## config.mk

```make
export PLATFORM = sky130hd
export DESIGN_NAME = uart_transmitter_flat
export DESIGN_NICKNAME = d
export VERILOG_FILES = /design/src/rtl/uart_pkg.sv /design/src/rtl/uart_transmitter_if.sv /design/src/rtl/uart_tx_fifo.sv /design/src/rtl/uart_transmitter.sv /design/src/flat_wrapper.sv
export SDC_FILE = /design/constraint.sdc
export NUM_CORES = 1
export LEC_CHECK = 0
export BUFFER_PORTS_ARGS = -buffer_cell sky130_fd_sc_hd__buf_2
export CELL_PAD_IN_SITES_DETAIL_PLACEMENT = 0
export CELL_PAD_IN_SITES_GLOBAL_PLACEMENT = 1
export CORE_AREA = 2 2 104 106
export CTS_CLUSTER_DIAMETER = 120
export CTS_CLUSTER_SIZE = 30
export DETAILED_ROUTE_END_ITERATION = 8
export DIE_AREA = 0 0 106 108
export PLACE_DENSITY_LB_ADDON = 0.12
export SLEW_MARGIN = 15
export SYNTH_ARGS = -nofsm -noshare
export SYNTH_HDL_FRONTEND = slang
export SYNTH_SLANG_ARGS = --single-unit
```

## constraint.sdc

```tcl
create_clock -name clk -period 4.82 [get_ports clk]
set_clock_uncertainty 0.2 [all_clocks]
set_input_delay 0.482 -clock clk [delete_from_list [all_inputs] [get_ports clk]]
set_output_delay 0.482 -clock clk [all_outputs]
set_load 0.02 [all_outputs]
```

## src/rtl/uart_pkg.sv

```systemverilog
// Shared types and helpers for the UART transmit path.
package uart_pkg;

    typedef enum logic [2:0] {
        IDLE,
        START,
        DATA,
        PARITY,
        STOP
    } uart_tx_state_t;

    localparam int UART_DATA_BITS = 8;

    function automatic int uart_bit_time(input int freq, input int baud);
        return freq / baud;
    endfunction

endpackage

```

## src/rtl/uart_transmitter_if.sv

```systemverilog
// Byte valid/ready handshake into the UART transmitter.
interface uart_transmitter_if;
    import uart_pkg::*;

    logic                      data_valid_i;
    logic [UART_DATA_BITS-1:0] data_i;
    logic                      data_ready_o;

    modport master (
        output data_valid_i,
        output data_i,
        input  data_ready_o
    );

    modport slave (
        input  data_valid_i,
        input  data_i,
        output data_ready_o
    );

endinterface

```

## src/rtl/uart_tx_fifo.sv

```systemverilog
// Synchronous byte FIFO buffering bytes ahead of the serialiser.
module uart_tx_fifo
    import uart_pkg::*;
#(
    parameter int DEPTH = 4
) (
    input  logic                      clk,
    input  logic                      rst,
    input  logic                      push_i,
    input  logic                      pop_i,
    input  logic [UART_DATA_BITS-1:0] wdata_i,
    output logic [UART_DATA_BITS-1:0] rdata_o,
    output logic                      full_o,
    output logic                      empty_o
);

    localparam int AW = $clog2(DEPTH);

    logic [UART_DATA_BITS-1:0] mem_q [DEPTH];
    logic [UART_DATA_BITS-1:0] mem_d [DEPTH];
    logic [AW-1:0] wr_q, wr_d;
    logic [AW-1:0] rd_q, rd_d;
    logic [AW:0]   cnt_q, cnt_d;
    logic          do_push, do_pop;

    // A full FIFO refuses a push even when a pop frees a slot this cycle.
    assign do_push = push_i && !full_o;
    assign do_pop  = pop_i && !empty_o;

    always_comb begin
        mem_d = mem_q;
        wr_d  = wr_q;
        rd_d  = rd_q;
        if (do_push) begin
            mem_d[wr_q] = wdata_i;
            wr_d        = wr_q + AW'(1);
        end
        if (do_pop) begin
            rd_d = rd_q + AW'(1);
        end
        cnt_d = cnt_q + (AW+1)'(do_push) - (AW+1)'(do_pop);
    end

    always_ff @(posedge clk) begin
        if (rst) begin
            wr_q  <= '0;
            rd_q  <= '0;
            cnt_q <= '0;
        end else begin
            wr_q  <= wr_d;
            rd_q  <= rd_d;
            cnt_q <= cnt_d;
        end
    end

    always_ff @(posedge clk) begin
        mem_q <= mem_d;
    end

    assign rdata_o = mem_q[rd_q];
    assign full_o  = (cnt_q == (AW+1)'(DEPTH));
    assign empty_o = (cnt_q == '0);

endmodule

```

## src/rtl/uart_transmitter.sv

```systemverilog
// UART transmitter: FIFO-buffered 8N1 serialiser; define UART_TX_PARITY_EN
// for 8E1 (even parity bit between d7 and stop).
module uart_transmitter
    import uart_pkg::*;
#(
    parameter int CLK_FREQ_MHZ    = 100_000_000,
    parameter int UART_SPEED_BAUD = 9600,
    parameter int FIFO_DEPTH      = 4
) (
    input  logic         clk,
    input  logic         rst,
    uart_transmitter_if.slave in_if,
    output logic         TX_o,
    output logic         busy_o
);

    localparam int BIT_TIME = uart_bit_time(CLK_FREQ_MHZ, UART_SPEED_BAUD);
    localparam int CW       = (BIT_TIME > 1) ? $clog2(BIT_TIME) : 1;
    localparam logic [CW-1:0] LAST_TICK = CW'(BIT_TIME - 1);
    localparam logic [3:0]    LAST_BIT  = 4'(UART_DATA_BITS - 1);

    uart_tx_state_t state_q, state_d;
    logic [CW-1:0]  cnt_q, cnt_d;
    logic [3:0]     bit_q, bit_d;
    logic [UART_DATA_BITS-1:0] shift_q, shift_d;
    logic           tx_q, tx_d;
    logic           full, empty, pop, wrap;
    logic [UART_DATA_BITS-1:0] fifo_data;
`ifdef UART_TX_PARITY_EN
    logic           par_q, par_d;
`endif

    uart_tx_fifo #(
        .DEPTH (FIFO_DEPTH)
    ) u_fifo (
        .clk     (clk),
        .rst     (rst),
        .push_i  (in_if.data_valid_i),
        .pop_i   (pop),
        .wdata_i (in_if.data_i),
        .rdata_o (fifo_data),
        .full_o  (full),
        .empty_o (empty)
    );

    assign in_if.data_ready_o = !full && !rst;
    assign wrap = (cnt_q == LAST_TICK);

    always_comb begin
        state_d = state_q;
        cnt_d   = cnt_q;
        bit_d   = bit_q;
        shift_d = shift_q;
        pop     = 1'b0;
`ifdef UART_TX_PARITY_EN
        par_d   = par_q;
`endif
        if (state_q != IDLE) begin
            cnt_d = wrap ? '0 : cnt_q + CW'(1);
        end
        case (state_q)
            IDLE: begin
                if (!empty) begin
                    pop     = 1'b1;
                    state_d = START;
                    cnt_d   = '0;
                end
            end
            START: begin
                if (wrap) begin
                    state_d = DATA;
                    bit_d   = '0;
                end
            end
            DATA: begin
                if (wrap) begin
                    if (bit_q == LAST_BIT) begin
`ifdef UART_TX_PARITY_EN
                        state_d = PARITY;
`else
                        state_d = STOP;
`endif
                    end else begin
                        bit_d   = bit_q + 4'd1;
                        shift_d = shift_q >> 1;
                    end
                end
            end
`ifdef UART_TX_PARITY_EN
            PARITY: begin
                if (wrap) begin
                    state_d = STOP;
                end
            end
`endif
            STOP: begin
                // Chain straight into the next start bit when more data waits.
                if (wrap) begin
                    if (!empty) begin
                        pop     = 1'b1;
                        state_d = START;
                    end else begin
                        state_d = IDLE;
                    end
                end
            end
            default: begin
                state_d = IDLE;
            end
        endcase
        if (pop) begin
            shift_d = fifo_data;
`ifdef UART_TX_PARITY_EN
            par_d   = ^fifo_data;
`endif
        end
        case (state_d)
            START:   tx_d = 1'b0;
            DATA:    tx_d = shift_d[0];
`ifdef UART_TX_PARITY_EN
            PARITY:  tx_d = par_d;
`endif
            default: tx_d = 1'b1;
        endcase
    end

    always_ff @(posedge clk) begin
        if (rst) begin
            state_q <= IDLE;
            cnt_q   <= '0;
            bit_q   <= '0;
            shift_q <= '0;
            tx_q    <= 1'b1;
`ifdef UART_TX_PARITY_EN
            par_q   <= 1'b0;
`endif
        end else begin
            state_q <= state_d;
            cnt_q   <= cnt_d;
            bit_q   <= bit_d;
            shift_q <= shift_d;
            tx_q    <= tx_d;
`ifdef UART_TX_PARITY_EN
            par_q   <= par_d;
`endif
        end
    end

    assign TX_o   = tx_q;
    assign busy_o = (state_q != IDLE) || !empty;

endmodule

```

## src/flat_wrapper.sv

```systemverilog
// flat-port wrapper written by rule: the top's interface ports become plain ports
module uart_transmitter_flat import uart_pkg::*;
#(
    parameter int CLK_FREQ_MHZ    = 100_000_000,
    parameter int UART_SPEED_BAUD = 9600,
    parameter int FIFO_DEPTH      = 4
)
  (clk, rst, TX_o, busy_o, in_if_data_valid_i, in_if_data_i, in_if_data_ready_o);
  uart_transmitter_if in_if_i ();
  input  logic clk;
  input  logic rst;
  output logic TX_o;
  output logic busy_o;
  input wire logic [$bits(in_if_i.data_valid_i)-1:0] in_if_data_valid_i;
  input wire logic [$bits(in_if_i.data_i)-1:0] in_if_data_i;
  output wire logic [$bits(in_if_i.data_ready_o)-1:0] in_if_data_ready_o;
  assign in_if_i.data_valid_i = in_if_data_valid_i;
  assign in_if_i.data_i = in_if_data_i;
  assign in_if_data_ready_o = in_if_i.data_ready_o;
  uart_transmitter #(.CLK_FREQ_MHZ(CLK_FREQ_MHZ), .UART_SPEED_BAUD(UART_SPEED_BAUD), .FIFO_DEPTH(FIFO_DEPTH)) u_core (.clk(clk), .rst(rst), .in_if(in_if_i), .TX_o(TX_o), .busy_o(busy_o));
endmodule
```

==> impl_metrics.toml <==
[pwr]
worst_ir_drop_vdd_mv = 0.197
p_leak_nw = 1.09
power_density_nw_per_um2 = 490
totalPowerFinal_mw = 1.68

[cts]
cts_setup_buffers = 0
cts.sinks = 69
cts_buffers = 9
clk_transition_reported_paths_ps = 90
cts_hold_buffers = 0
clk_latency_ps = 340
ctsRootBufferMaster = "clkbuf_8"
clockBufferDepth = 2
cts-resized-gates = 0
h-tree-depth = 3
tritoncts = "yes"

[yosys]
yosys_warnings = 0
synth_edf_count = 32
syn_area_per_cell_sq_um = 11.5
synthFlopType = "dfxtp_1"
netlist_instances = 264
synth-seq-cells = 69
yosys.area.top_type = "edfxtp_1"
yosysUniqueCellTypes = 40
syn_nets = 284
syn-cell-area_sq_um = 3020
synth_area_leaders = "edfxtp_1 32%, dfxtp_1 25%, mux4_2 6.0%, a311oi_1 3.5%, a21oi_1 3.3%"
async_flop_share_pct = 0
synth_seq_area_share_pct = 56.3
yosysTopAreaCellShare_pct = 31.8

[routing]
drtAntennaViolNets = 0
drtPass1Iterations = 4
viasPerCell = 4.82
drcViolationCount = 0
num_vias = 2018
routedWlPerCell_microns = 14.5
routed_wl_mm = 6.06
first_iter_violations = 75

[layout]
fillers = 1032
drive_gt1_share_pct = 14.8
fin_cells = 419
final_nets = 298
fin_util_pct = 33.5
antenna_cells = 0
area_growth_pct = 13.5

[grt]
overflow = 0
grt_pass1_vias = 2038
grt_use_met1_pct = 15.3
grt_first_pass_wirelength_mm = 10.3
gr-usage-met2_pct = 17.8
busiest_layer = "met2"
grt_max_degree = 39
use_met3_pct = 3.13
antenna_found_initial = 0
grt.total_usage_pct = 11.5

[timing]
fin_setup_tns_ps = 0
layout_min_cycle_time_ps = 3930
rsz0062_at_grt = "false"
setup_viol = 0
finalHoldViolations = 0
worst_pin_slew_ps = 866
timing.final.crit_share_pct = 81.5
clock.fmax_mhz = 255
maxSlewViolCount = 0
relSlewSlack_pct = 41.8

[placement]
dp_hpwl_mm = 3.95
portBuffers = 13
place_congestion = 0.722
place_inst = 403

[die]
row_count = 37
die_h_microns = 108
coreArea_sq_um = 10200
die_w_microns = 106
die-area_sq_um = 11400
io_pins = 14
start_util_pct = 29.5

[outcome]
outcome = "complete, no violations"

[worst_setup_path]
startpoint_type = "register"
worstPathArrival_ps = 3940
required_ps = 4830
end_kind = "register"
crit_fanout = 16
critPathKind = "register to register"

[min_path]
hold_class = "input port to register"

[job]
cap_violations = 0
[layout by cell type, fill, tap and decap left out, types with 2 or more instances in the layout]
cell type   count
or3_1           4
o21ai_0         9
nor2_1         22
nand3_1         9
buf_4           2
a31oi_1         2
a211oi_1        7
nand2_1        19
xnor2_1         5
edfxtp_1       32
nand4_1         2
nor2b_1         2
buf_2          13
ha_1            8
a21oi_1        20
a311oi_1       12
clkinvlp_4      2
dfxtp_1        37
and4_1          3
nand3b_1        4
and2_1          7
or4_1           3
inv_6           3
mux2i_1         6
clkbuf_8        9
mux4_2          8
inv_1           9
nor3_1          8
[Yosys cell counts (2+ instances only)]
library cell	n
a211oi_1	7
a21oi_1	20
a311oi_1	12
a31oi_1	2
and2_1	7
and4_1	3
buf_2	2
clkbuf_1	9
dfxtp_1	37
edfxtp_1	32
ha_1	8
inv_1	9
mux2i_1	6
mux4_2	8
nand2_1	19
nand3_1	9
nand3b_1	4
nand4_1	2
nor2_1	22
nor2b_1	2
nor3_1	8
o21ai_0	9
or3_1	4
or4_1	3
xnor2_1	5
[cell families (layout without fill, tap and decap cells)]
logic type	Yosys count	after routing	share of synthesized area [%]
AOI/OAI and AO/OA	56	56	12.1
xor gates and xnor gates	5	5	1.45
adders and majority gates	9	9	3.97
buffers and inverters	21	40	2.69
DFF	69	69	56.3
muxes	14	14	7.95
and+or+nand+nor	90	90	15.6
[path summary, 6_finish.rpt]
check | from | to | slack, ps | cells past startpoint
max | u_core.cnt_q[6]$_SDFF_PP0_ | u_core.u_fifo.cnt_q[2]$_SDFF_PP0_ | 890 | 12
min | in_if_data_i[3] | u_core.u_fifo.mem_q[27]$_DFFE_PP_ | 150 | 1
max reg2reg | u_core.cnt_q[6]$_SDFF_PP0_ | u_core.u_fifo.cnt_q[2]$_SDFF_PP0_ | 890 | 12
min reg2reg | u_core.shift_q[2]$_SDFFE_PP0P_ | u_core.shift_q[1]$_SDFFE_PP0P_ | 290 | 2
[through the flow]
stage	instance area [sq um]	hold slack, ps	worst slack, ps
final	3430	148	893
after global placement	3230	273	889
after global routing	3430	135	663
after floorplan	3020	252	1430
after detailed placement	3230	274	837
after CTS	3430	131	850
[metal layers]
layer | wire length (microns) | part of all wire, % | vias up
met2 | 2700 | 45 | 20
met1 | 3120 | 51 | 961
li1 | - | - | 1029
met3 | 157 | 2.6 | 8
met5 | 0 | 0 | -
met4 | 84 | 1.4 | 0
[registers in the layout, indices dropped and copies added, names as in the netlist]
signal and flops:
u_core.state_q 3, u_core.bit_q 4, u_core.u_fifo.rd_q 2, u_core.shift_q 8, u_core.u_fifo.wr_q 2, u_core.TX_o 1, u_core.u_fifo.cnt_q 3, u_core.cnt_q 14
u_core.u_fifo.mem_q 32
[worst max-delay path, stage by stage (launching register included)]
cell,delay (ps)
dfxtp_1,340
or4_1,570
or4_1,520
buf_4,190
a2111o_1,620
inv_1,250
ha_1,150
inv_1,40
ha_1,180
fa_1,380
xnor2_1,180
xnor2_1,140
nor2_1,50
[cell type report]
cell class | instances | area [sq um] | share of cell area, %
well taps | 136 | 170 | 4.96
clock inverters | 7 | 80.1 | 2.33
clock buffers | 9 | 124 | 3.61
multi-input cells | 174 | 1240 | 36.2
repair buffers | 15 | 80.1 | 2.33
flip-flops and latches | 69 | 1700 | 49.6
inverters | 9 | 33.8 | 0.985
[power by group]
part	internal, mW	switching (mW)
Sequential	0.704	0.0675
Clock	0.245	0.245
Combinational	0.177	0.241
Total	1.13	0.553
Note: power is estimated with default switching activity, not from simulation.
